## src/rtl/vga_pkg.sv

```systemverilog
// Shared VGA timing defaults, counter width, FSM state type and a small
// window-compare helper used by the sync decoder.
package vga_pkg;

  localparam int DEF_TOTAL_COLS    = 800;
  localparam int DEF_TOTAL_ROWS    = 525;
  localparam int DEF_ACTIVE_COLS   = 640;
  localparam int DEF_ACTIVE_ROWS   = 480;
  localparam int DEF_FRONT_PORCH_H = 18;
  localparam int DEF_BACK_PORCH_H  = 50;
  localparam int DEF_FRONT_PORCH_V = 10;
  localparam int DEF_BACK_PORCH_V  = 33;

  localparam int CNT_W = 10;

  typedef logic [CNT_W-1:0] pos_t;

  typedef enum logic [0:0] {
    WAIT_FRAME = 1'b0,
    RUN        = 1'b1
  } vga_state_e;

  // True when pos lies inside the inclusive window [lo, hi].
  function automatic logic in_window(input pos_t pos, input pos_t lo, input pos_t hi);
    return (pos >= lo) && (pos <= hi);
  endfunction

endpackage

```

## src/rtl/vga_pos_counter.sv

```systemverilog
// Column/row position tracker. The counters hold the position of the next
// input sample. A load snaps them to (1,0) because the load cycle itself is
// position (0,0); advance steps the column and carries into the row.
module vga_pos_counter
  import vga_pkg::*;
#(
  parameter int TOTAL_COLS = DEF_TOTAL_COLS,
  parameter int TOTAL_ROWS = DEF_TOTAL_ROWS
) (
  input  logic CLK,
  input  logic RST,
  input  logic load,
  input  logic advance,
  output pos_t col,
  output pos_t row
);

  localparam pos_t COL_LAST = pos_t'(TOTAL_COLS - 1);
  localparam pos_t ROW_LAST = pos_t'(TOTAL_ROWS - 1);

  // Position update: reset, then frame re-alignment, then normal stepping with wrap.
  always_ff @(posedge CLK) begin
    if (RST) begin
      col <= '0;
      row <= '0;
    end else if (load) begin
      col <= pos_t'(1);
      row <= '0;
    end else if (advance) begin
      if (col == COL_LAST) begin
        col <= '0;
        row <= (row == ROW_LAST) ? '0 : row + pos_t'(1);
      end else begin
        col <= col + pos_t'(1);
      end
    end
  end

endmodule

```

## src/rtl/vga_sync_porch.sv

```systemverilog
// VGA sync/porch generator. Locks onto the rising edge of the upstream
// active-row flag, then regenerates active-low H/V sync pulses and blanks
// the colour outside the visible region. All outputs are registered one
// cycle after the input sample they describe.
// Optional feature: define VGA_SYNC_PORCH_LOCK_CHECK_EN to add O_Lock_Err,
// a sticky flag raised when a frame start arrives while the counters
// disagree with it (cleared only by RST).
module vga_sync_porch
  import vga_pkg::*;
#(
  parameter int TOTAL_COLS    = DEF_TOTAL_COLS,
  parameter int TOTAL_ROWS    = DEF_TOTAL_ROWS,
  parameter int ACTIVE_COLS   = DEF_ACTIVE_COLS,
  parameter int ACTIVE_ROWS   = DEF_ACTIVE_ROWS,
  parameter int FRONT_PORCH_H = DEF_FRONT_PORCH_H,
  parameter int BACK_PORCH_H  = DEF_BACK_PORCH_H,
  parameter int FRONT_PORCH_V = DEF_FRONT_PORCH_V,
  parameter int BACK_PORCH_V  = DEF_BACK_PORCH_V
) (
  input  logic       CLK,
  input  logic       RST,
  input  logic       I_H_Sync,
  input  logic       I_V_Sync,
  input  logic [3:0] I_Red,
  input  logic [3:0] I_Grn,
  input  logic [3:0] I_Blu,
  output logic       O_H_Sync,
  output logic       O_V_Sync,
  output logic [3:0] O_Red,
  output logic [3:0] O_Grn,
  output logic [3:0] O_Blu,
  output logic       O_Active
`ifdef VGA_SYNC_PORCH_LOCK_CHECK_EN
  ,
  output logic       O_Lock_Err
`endif
);

  localparam pos_t ACT_COLS     = pos_t'(ACTIVE_COLS);
  localparam pos_t ACT_ROWS     = pos_t'(ACTIVE_ROWS);
  localparam pos_t H_SYNC_FIRST = pos_t'(ACTIVE_COLS + FRONT_PORCH_H);
  localparam pos_t H_SYNC_LAST  = pos_t'(TOTAL_COLS - BACK_PORCH_H - 1);
  localparam pos_t V_SYNC_FIRST = pos_t'(ACTIVE_ROWS + FRONT_PORCH_V);
  localparam pos_t V_SYNC_LAST  = pos_t'(TOTAL_ROWS - BACK_PORCH_V - 1);

  vga_state_e state;
  logic       prev_v;
  logic       frame_start;
  logic       tracking;
  pos_t       col_cnt;
  pos_t       row_cnt;
  pos_t       cur_col;
  pos_t       cur_row;
  logic       pix_active;
  logic       h_low;
  logic       v_low;

  // The column flag carries no information the counters lack; it is only
  // kept so the port list matches the upstream timing generator.
  logic unused_h_sync;
  assign unused_h_sync = I_H_Sync;

  assign frame_start = I_V_Sync && !prev_v;
  assign tracking    = frame_start || (state == RUN);

  // The detection cycle is position (0,0); otherwise the counters already
  // hold the position of the sample on the inputs this cycle.
  assign cur_col = frame_start ? '0 : col_cnt;
  assign cur_row = frame_start ? '0 : row_cnt;

  assign pix_active = (cur_col < ACT_COLS) && (cur_row < ACT_ROWS);
  assign h_low      = in_window(cur_col, H_SYNC_FIRST, H_SYNC_LAST);
  assign v_low      = in_window(cur_row, V_SYNC_FIRST, V_SYNC_LAST);

  vga_pos_counter #(
    .TOTAL_COLS (TOTAL_COLS),
    .TOTAL_ROWS (TOTAL_ROWS)
  ) u_pos_counter (
    .CLK     (CLK),
    .RST     (RST),
    .load    (frame_start),
    .advance (state == RUN),
    .col     (col_cnt),
    .row     (row_cnt)
  );

  // Lock FSM and frame-edge history; a frame start always (re)enters RUN.
  always_ff @(posedge CLK) begin
    if (RST) begin
      state  <= WAIT_FRAME;
      prev_v <= 1'b1;
    end else begin
      prev_v <= I_V_Sync;
      if (frame_start) begin
        state <= RUN;
      end
    end
  end

  // Registered sync decode and colour blanking for the current sample.
  always_ff @(posedge CLK) begin
    if (RST || !tracking) begin
      O_H_Sync <= 1'b1;
      O_V_Sync <= 1'b1;
      O_Active <= 1'b0;
      O_Red    <= 4'h0;
      O_Grn    <= 4'h0;
      O_Blu    <= 4'h0;
    end else begin
      O_H_Sync <= !h_low;
      O_V_Sync <= !v_low;
      O_Active <= pix_active;
      O_Red    <= pix_active ? I_Red : 4'h0;
      O_Grn    <= pix_active ? I_Grn : 4'h0;
      O_Blu    <= pix_active ? I_Blu : 4'h0;
    end
  end

`ifdef VGA_SYNC_PORCH_LOCK_CHECK_EN
  logic misalign;
  assign misalign = frame_start && (state == RUN) &&
                    ((col_cnt != '0) || (row_cnt != '0));

  // Sticky record of any frame start that disagreed with the counters.
  always_ff @(posedge CLK) begin
    if (RST) begin
      O_Lock_Err <= 1'b0;
    end else if (misalign) begin
      O_Lock_Err <= 1'b1;
    end
  end
`endif

endmodule

```

## config.mk

```make
export PLATFORM = sky130hd
export DESIGN_NAME = vga_sync_porch
export DESIGN_NICKNAME = d
export VERILOG_FILES = /design/src/rtl/vga_pkg.sv /design/src/rtl/vga_pos_counter.sv /design/src/rtl/vga_sync_porch.sv
export SDC_FILE = /design/constraint.sdc
export NUM_CORES = 1
export LEC_CHECK = 0
export CAP_MARGIN = 20
export CORE_ASPECT_RATIO = 0.6
export CORE_UTILIZATION = 30
export CTS_BUF_LIST = sky130_fd_sc_hd__clkbuf_4
export CTS_CLUSTER_DIAMETER = 60
export CTS_CLUSTER_SIZE = 12
export DETAILED_ROUTE_END_ITERATION = 10
export PLACE_DENSITY_LB_ADDON = 0.3
export SETUP_SLACK_MARGIN = 0.4
export SYNTH_ARGS = -nofsm -noshare
export SYNTH_HDL_FRONTEND = slang
export SYNTH_SLANG_ARGS = --single-unit
```

## constraint.sdc

```tcl
create_clock -name CLK -period 1.9 [get_ports CLK]
set_input_delay 0.38 -clock CLK [delete_from_list [all_inputs] [get_ports CLK]]
set_output_delay 0.38 -clock CLK [all_outputs]
set_load 0.005 [all_outputs]
```

# == Word-level counts from Yosys, hierarchy flattened ==
# Index checks and enable logic that the tools add are counted.
# word_totals
regBits,37
input_bits,16
output_inout_bits,15
wordCells,42
# classes
n_addsub,2
order_cmp,6
eq_ne,2
mux,6
bitwise,1
reduce_logical,14
# ops
cell,n
10-bit 2-to-1 mux,4
10-bit by 1-bit adder with 10-bit output (second input constant),2
10-bit equality test (second input constant),2
10-bit greater-or-equal comparator (second input constant),1
10-bit by 9-bit greater-or-equal comparator with 1-bit output (second input constant),1
10-bit less-or-equal comparator (second input constant),1
10-bit by 9-bit less-or-equal comparator with 1-bit output (second input constant),1
10-bit less-than comparator (second input constant),1
10-bit by 9-bit less-than comparator with 1-bit output (second input constant),1
1-bit logical AND,4
1-bit logical NOT,4
2-bit OR reduction,2
1-bit logical OR,2
1-bit 2-to-1 mux,2
2-bit AND reduction,1
2-bit nonzero test,1
1-bit inverter,1

# == Longest topological paths before layout ==
# Gate-level depths: netlist of the first run.
# depth
word_depth,7
mapped_depth,7
depth_no_buf,6

# == Hierarchy ==
# From an unflattened synthesis of the first run, not the netlist that was laid out.
# unflattened
cells_unflattened,170
area_unflattened_um2,1642.8
# modules_own_cells
module,instances,cells_each,area_each_um2
vga_pos_counter,1,115,1032.2
vga_sync_porch,1,55,610.6

# == Worst setup path after synthesis of the first run ==
# OpenSTA, ideal clock, no wires.
# synth_timing
kind,register to register
from,register u_pos_counter.col[1]
to,register u_pos_counter.row[2]
setup_ns,0.071
arrival_time_ns,1.564
required_ns,1.829
path_slack_ns,0.265
path_stages_with_launch,8
n_path_buf,2
period_less_slack_ns,1.635
path_cell_list,dfxtp_1 > ha_1 > and4_1 > buf_4 > nand4_2 > buf_6 > or3_1 > a21oi_1
# synth_between
elab_chain_cells,2
# synth_lines
item,line_no,source
"start, declared",vga_pos_counter.sv:14,"output pos_t col,"
"start signal, assigned",vga_pos_counter.sv:27,col <= pos_t'(1);
"start signal, assigned",vga_pos_counter.sv:34,col <= col + pos_t'(1);
10-bit equality test,vga_pos_counter.sv:30,if (col == COL_LAST) begin
2-bit AND reduction (no line),-,
"end signal, assigned",vga_pos_counter.sv:32,row <= (row == ROW_LAST) ? '0 : row + pos_t'(1);
"end, declared",vga_pos_counter.sv:15,output pos_t row
# No other way between the ends.
# A chain may end at the register's enable or synchronous reset.

# == Final worst setup path of the first run ==
# layout_timing
from,register u_pos_counter.col[5]
to,register u_pos_counter.row[5]
# Same word-level chain as after synthesis.

==> impl_results.md, run 1 <==
* Status: completed
* Mux contribution to synthesized area at 0.00630
* Root buffer cell: clkbuf_4
* Final-report hold violation count at 0
* Clk buf depth at 2
* Post-Syn Area per Cell at 9.29 um2
* Comb power frac at 0.075
* Sequential share of the synthesized area at 0.466
* Std cell rows at 20
* Final ANT Viol Nets at 0
* # clock sinks at 37
* Reg power frac at 0.625
* H-tree depth at 2
* Fin cells at 283
* Clock share of power at 0.300
* RR Startpoint: u_pos_counter.col[5]
* Syn Std Cell Area at 1590 um2
* Layout cells sized above 1 at 0.226
* Length of the first detailed-routing pass in iterations at 4
* Detailed Route Iter0 Violations at 108
* Drt total wl at 3630 um
* Top-count cell post-synth: dfxtp_1
* Post-synthesis compound-gate area fraction at 0.0921
* P_sw at 0.000292 W
* Io pins at 31
* Netlist cell types at 39
* Placed insts at 265
* Grt ovf at 0
* Total CTS buffers at 5
* Hold/Removal Path Class: reg -> reg
* Reg2reg setup slack at 0.37 ns
* Syn_nets at 190
* Reg clk slew, reported paths at 0.11 ns
* Worst slew pin tran at 0.395 ns
* Initial antenna violation count at 0
* Area contributors post-synth: dfxtp_1, and2_1, nand4_1
* Vias per cell at 4.86
* Worst-skew pair later-pin latency at 0.33 ns
* Post-synth EDFFs at 0
* Hold endpoint: O_V_Sync
* Ys Warns at 0
* PwrDens at 580 nW/um2
* Total track usage at 0.146
* Main flop type after synthesis: dfxtp_1
* CTS tree: built
* RSZ-0062 raised after global routing: true
* Period utilisation layout at 0.806
* Sw Share at 0.230
* Vias in the first global route at 1211
* Data required, critical path at 2.17 ns
* Routed vias at 1376
* R2r endpoint: u_pos_counter.row[5]
* Setup tns final at 0 ns
* Antenna Cells at 0
* Setup Crit Path Kind: reg -> reg
* Top cells by count, synth: dfxtp_1, and2_1, nor2_1
* Seq cells post-synth at 37
* IR drop worst, VDD at 0.364 mV
* Biggest area consumer among synthesized cells: dfxtp_1
* Arrival @ worst endpoint at 1.81 ns
* IO buf count at 29
* Core area at 5080 um2
* Clock skew at 0.00520 ns
* Ys async rst share at 0
* Post-synthesis simple-gate area fraction at 0.313
* Fmax at 653 MHz
* Chip Height at 58.4 um
* Final max-slew violation count at 0
* Final nets at 235
* DRC viols at 0
* Routability cong. at 0.794
* Synth-to-Final Area Change at 37.6%
* Pleak at 0.852 nW
* Main combinational cell family by area after synthesis: simple AND/OR/NAND/NOR gates
* DP HPWL at 2480 um
* Die area at 5600 um2
* Post-CTS Hold Buffers at 0
* Setup violations, final at 0
* Hold Path Origin: u_pos_counter.row[1]
* Crit path max fanout at 6
* First-pass GRT wire length at 6040 um
* Cell count after synthesis at 171
* Critical Path Source Type: register
* Max-Cap Viols at 0
* Minimum clock period at 1.53 ns
* Internal power at 0.000976 W
* Relative slew slack at 0.736
* Die Wd at 96.0 um
* Hold depth at 1
* Critical Path End Type: register
* Reg2Reg Depth at 5
* Area share of the largest cell type after synthesis at 0.466
* Largest net degree at the start of global routing at 14
* Synth Area in Adders at 0.0236
* XOR/XNOR Fraction of Synth Area at 0.0441
* Wirelength per Cell at 12.8 um
* Initial core utilization at 0.313
-- cell type report --
class / count / area, um2
Sequential cell: 37 / 763
Inverter: 6 / 22.5
Timing Repair Buffer: 46 / 403
Fill cell: 500 / 2890
Multi-Input combinational cell: 120 / 866
Clock inverter: 3 / 12.5
Clock buffer: 5 / 37.5
Tap cell: 66 / 82.6
-- placed cells by master, fill, tap and decap left out, drive strengths merged, types with 2 or more instances in the layout --
| cell | n |
|---|---|
| nor2 | 13 |
| or3 | 4 |
| clkinv | 3 |
| buf | 17 |
| and3 | 2 |
| o21ai | 7 |
| a31oi | 2 |
| nand4 | 12 |
| nor3 | 3 |
| dfxtp | 37 |
| inv | 6 |
| nand3 | 10 |
| a21oi | 6 |
| and2 | 16 |
| ha | 3 |
| nand2 | 8 |
| clkdlybuf4s50 | 14 |
| o31ai | 2 |
| o211ai | 4 |
| clkbuf | 5 |
| or2 | 2 |
| xnor2 | 4 |
| nand2b | 4 |
| xor2 | 4 |
| dlygate4sd2 | 15 |
| and4 | 3 |
-- registers in the layout (all words and copies together), names as in the netlist --
register and count:
prev_v 1, O_Grn 4, u_pos_counter.col 10, O_Red 4
O_H_Sync 1, O_Active 1, O_Blu 4, state 1
u_pos_counter.row 10, O_V_Sync 1
-- layer usage --
layer / global-route usage / wire length (um) / vias to the layer above / part of all wire
li1: - / - / 700 / -
met1: 0.233 / 1880 / 620 / 0.52
met2: 0.177 / 1410 / 49 / 0.39
met3: 0.0465 / 286 / 7 / 0.079
met4: 0.0490 / 54 / 0 / 0.015
met5: 0 / 0 / - / 0
-- worst max-delay path: stages, from the launching register on --
cell,delay (ns)
dfxtp_4,0.37
nor4b_4,0.25
buf_4,0.18
nand4_4,0.15
or3_1,0.41
a21oi_2,0.12
-- logic make-up after synthesis --
logic type               after synthesis
buffers and inverters                 15
AND/OR/NAND/NOR                       83
flip-flops                            37
XOR/XNOR                               8
adder cells (fa/ha/maj)                3
multiplexers                           1
AO/OA/AOI/OAI                         24
-- power by group through the flow --
| stage | logic (W) | clock network (W) | registers (W) |
|---|---|---|---|
| floorplan | 0.0000317 | 0 | 0.000814 |
| global route | 0.000105 | 0.000437 | 0.000795 |
| finish | 0.0000949 | 0.000381 | 0.000792 |
| CTS | 0.0000951 | 0.000401 | 0.000794 |
| global placement | 0.0000974 | 0 | 0.000813 |
| detailed placement | 0.0000981 | 0 | 0.000814 |
-- worst max path at each step --
stage	startpoint	to	slack (ns)	depth (start not counted)
2_1_floorplan	u_pos_counter.col[0]	u_pos_counter.row[2]	0.41	7
3_3_place_gp	I_V_Sync	u_pos_counter.row[4]	0.12	5
3_5_place_dp	I_V_Sync	u_pos_counter.row[8]	0.08	5
4_1_cts	u_pos_counter.col[5]	u_pos_counter.row[4]	0.40	6
5_1_grt	u_pos_counter.col[5]	u_pos_counter.row[5]	0.29	5
6_report	u_pos_counter.col[5]	u_pos_counter.row[5]	0.37	5
-- timing repair --
action,CTS,global route
endpoints found under the setup margin,31,17
buffers inserted,8,1
gates cloned,1,0
gates resized for setup,30,13
pin swaps,9,5
-- through the flow --
step	instance area, um2	worst slack [ns]	hold WS [ns]	util	total power [W]
3_3_place_gp	1990	0.125	0.453	0.391	0.000911
2_1_floorplan	1620	0.406	0.395	-	0.000845
4_1_cts	2140	0.401	0.480	0.421	0.00129
6_report	2190	0.369	0.455	0.431	0.00127
5_1_grt	2190	0.289	0.475	0.431	0.00134
3_5_place_dp	1990	0.0803	0.452	0.391	0.000912
Power figures use the tool's default switching activity.
==> run 2, diff against run 1 <==
clock period = 1.52 ns   (was 1.9 ns; I/O delays follow)
==> impl_results.md, run 2 (same netlist as run 1, synthesis figures left out) <==
* Initial antenna violation count at 0 (unchanged)
* Most common cell after layout, fill and taps aside: buf_4 (was dfxtp_1)
* Setup Crit Path Kind: reg -> reg (unchanged)
* Io pins at 31 (unchanged)
* Worst path cell trace: nor4b_4 > buf_6 > nand4_4 > or3_4 > a21oi_2 (was nor4b_4 > buf_4 > nand4_4 > or3_1 > a21oi_2)
* Synth-to-Final Area Change at 53.7% (was 37.6%)
* Routability cong. at 0.824 (was 0.794)
* Routed vias at 1429 (was 1376)
* Core area at 5080 um2 (unchanged)
* Hold depth at 3 (was 1)
* Final Cell Area at 2440 um2 (was 2190 um2)
* First-pass GRT wire length at 6370 um (was 6040 um)
* CTS tree: built (unchanged)
* Crit path max fanout at 7 (was 6)
* Root buffer cell: clkbuf_4 (unchanged)
* Min Hold Slack at 0.377 ns (was 0.455 ns)
* RR Startpoint: u_pos_counter.col[5] (unchanged)
* Total CTS buffers at 5 (unchanged)
* Std cell rows at 20 (unchanged)
* Die area at 5600 um2 (unchanged)
* DP HPWL at 2630 um (was 2480 um)
* Slowest stage delay, CP at 0.37 ns (was 0.41 ns)
* Initial core utilization at 0.313 (unchanged)
* Worst slew pin tran at 0.347 ns (was 0.395 ns)
* Fmax at 673 MHz (was 653 MHz)
* Worst-skew pair later-pin latency at 0.35 ns (was 0.33 ns)
* Total track usage at 0.157 (was 0.146)
* Reg2Reg Depth at 5 (unchanged)
* PwrDens at 760 nW/um2 (was 580 nW/um2)
* Layout cells sized above 1 at 0.435 (was 0.226)
* IO buf count at 29 (unchanged)
* Hold endpoint: prev_v (was O_V_Sync)
* Final nets at 257 (was 235)
* Commonest non-fill, non-tap cells in the layout: buf_4, dfxtp_1, and2_1 (was dfxtp_1, and2_1, buf_4)
* Cell Area, Placed at 2160 um2 (was 1990 um2)
* Die Wd at 96.0 um (unchanged)
* Antenna Cells at 0 (unchanged)
* Pre-CTS setup slack at -0.160 ns (was 0.0803 ns)
* R2r endpoint: u_pos_counter.row[5] (unchanged)
* Relative slew slack at 0.768 (was 0.736)
* Max-Cap Viols at 0 (unchanged)
* Final Util at 0.481 (was 0.431)
* Reg2reg setup slack at 0.03 ns (was 0.37 ns)
* DRC viols at 0 (unchanged)
* PnR worst setup slack at 0.0348 ns (was 0.369 ns)
* Length of the first detailed-routing pass in iterations at 5 (was 4)
* IR drop worst, VDD at 0.480 mV (was 0.364 mV)
* Hold Path Origin: I_V_Sync (was u_pos_counter.row[1])
* H-tree depth at 2 (unchanged)
* RSZ-0062 raised after global routing: true (unchanged)
* Drt total wl at 3860 um (was 3630 um)
* Critical Path Source Type: register (unchanged)
* Final max-slew violation count at 0 (unchanged)
* # clock sinks at 37 (unchanged)
* Hold/Removal Path Class: in -> reg (was reg -> reg)
* Critical Path End Type: register (unchanged)
* Vias in the first global route at 1326 (was 1211)
* Layout filler cell count at 497 (was 500)
* Status: completed (unchanged)
* Clock skew at 0.00979 ns (was 0.00520 ns)
* Data required, critical path at 1.81 ns (was 2.17 ns)
* Vias per cell at 4.69 (was 4.86)
* Minimum clock period at 1.49 ns (was 1.53 ns)
* Largest net degree at the start of global routing at 14 (unchanged)
* Final ANT Viol Nets at 0 (unchanged)
* Clk buf depth at 2 (unchanged)
* Worst-path cell with the longest stage delay: or3_4 (was or3_1)
* Period utilisation layout at 0.977 (was 0.806)
* Setup violations, final at 0 (unchanged)
* Detailed Route Iter0 Violations at 102 (was 108)
* Wirelength per Cell at 12.6 um (was 12.8 um)
* Reg clk slew, reported paths at 0.13 ns (was 0.11 ns)
* Grt ovf at 0 (unchanged)
* Chip Height at 58.4 um (unchanged)
* Pleak at 0.952 nW (was 0.852 nW)
* Final-report hold violation count at 0 (unchanged)
* Top flop regs: u_pos_counter.col: 10 flops, u_pos_counter.row: 10 flops (unchanged)
* Post-CTS Hold Buffers at 0 (unchanged)
* Arrival @ worst endpoint at 1.77 ns (was 1.81 ns)
## run 2: changes by cell type in the layout (fill, tap and decap cells not counted), sizes merged
cell / previous run / this run
clkinv: 3 / 1
bufinv: 0 / 1
dlygate4sd2: 15 / 1
clkinvlp: 0 / 1
buf: 17 / 54
clkdlybuf4s50: 14 / 13
## run 2: layer usage
layer,track usage,vias up,share of wire
met1,0.231,637,0.52
li1,-,741,-
met5,0,-,0
met2,0.198,49,0.39
met4,0.0640,0,0.0065
met3,0.0633,2,0.089
## run 2: power by group
part | total [W] | switching [W] | internal, W
combinational | 0.000146 | 0.0000558 | 0.0000904
sequential | 0.000995 | 0.00000839 | 0.000986
clock | 0.000714 | 0.000366 | 0.000348
total | 0.00186 | 0.000430 | 0.00142
## run 2: how the worst max path moves through the flow
stage / start / to / cells after the start
after global placement: I_V_Sync / u_pos_counter.row[4] / 6
after floorplan: u_pos_counter.col[1] / u_pos_counter.row[2] / 7
after global routing: u_pos_counter.col[5] / u_pos_counter.row[5] / 5
after detailed placement: I_V_Sync / u_pos_counter.row[4] / 6
after CTS: u_pos_counter.col[5] / u_pos_counter.row[5] / 5
final: u_pos_counter.col[5] / u_pos_counter.row[5] / 5
## run 2: stage by stage
stage | std cells | setup TNS [ns] | power, W
final | 305 | 0 | 0.00186
after global routing | 305 | -0.219 | 0.00194
after CTS | 302 | 0 | 0.00188
after detailed placement | 286 | -1.50 | 0.00116
after global placement | 286 | -1.20 | 0.00116
after floorplan | 171 | 0 | 0.00106
## run 2: critical path, delay by kind of cell, from the launching register on
family,cells,cell delay (ns)
compound gates,1,0.13
buf+inv,1,0.16
flops,1,0.36
simple gates,3,0.76
## run 2: final cells by class
type	count	area [um2]	area share
inverters	6	22.5	0.00922
clock buffers	5	37.5	0.0154
flip-flops and latches	37	763	0.313
repair buffers	68	567	0.232
clock inverters	3	46.3	0.0190
well taps	66	82.6	0.0338
multi-input cells	120	923	0.378
## run 2: repair_timing
item                       4_1_cts  5_1_grt
pin swaps                       16        6
buffers inserted                 7        3
setup endpoints to repair       50       49
cloned                           1        0
gates resized for setup         88       20
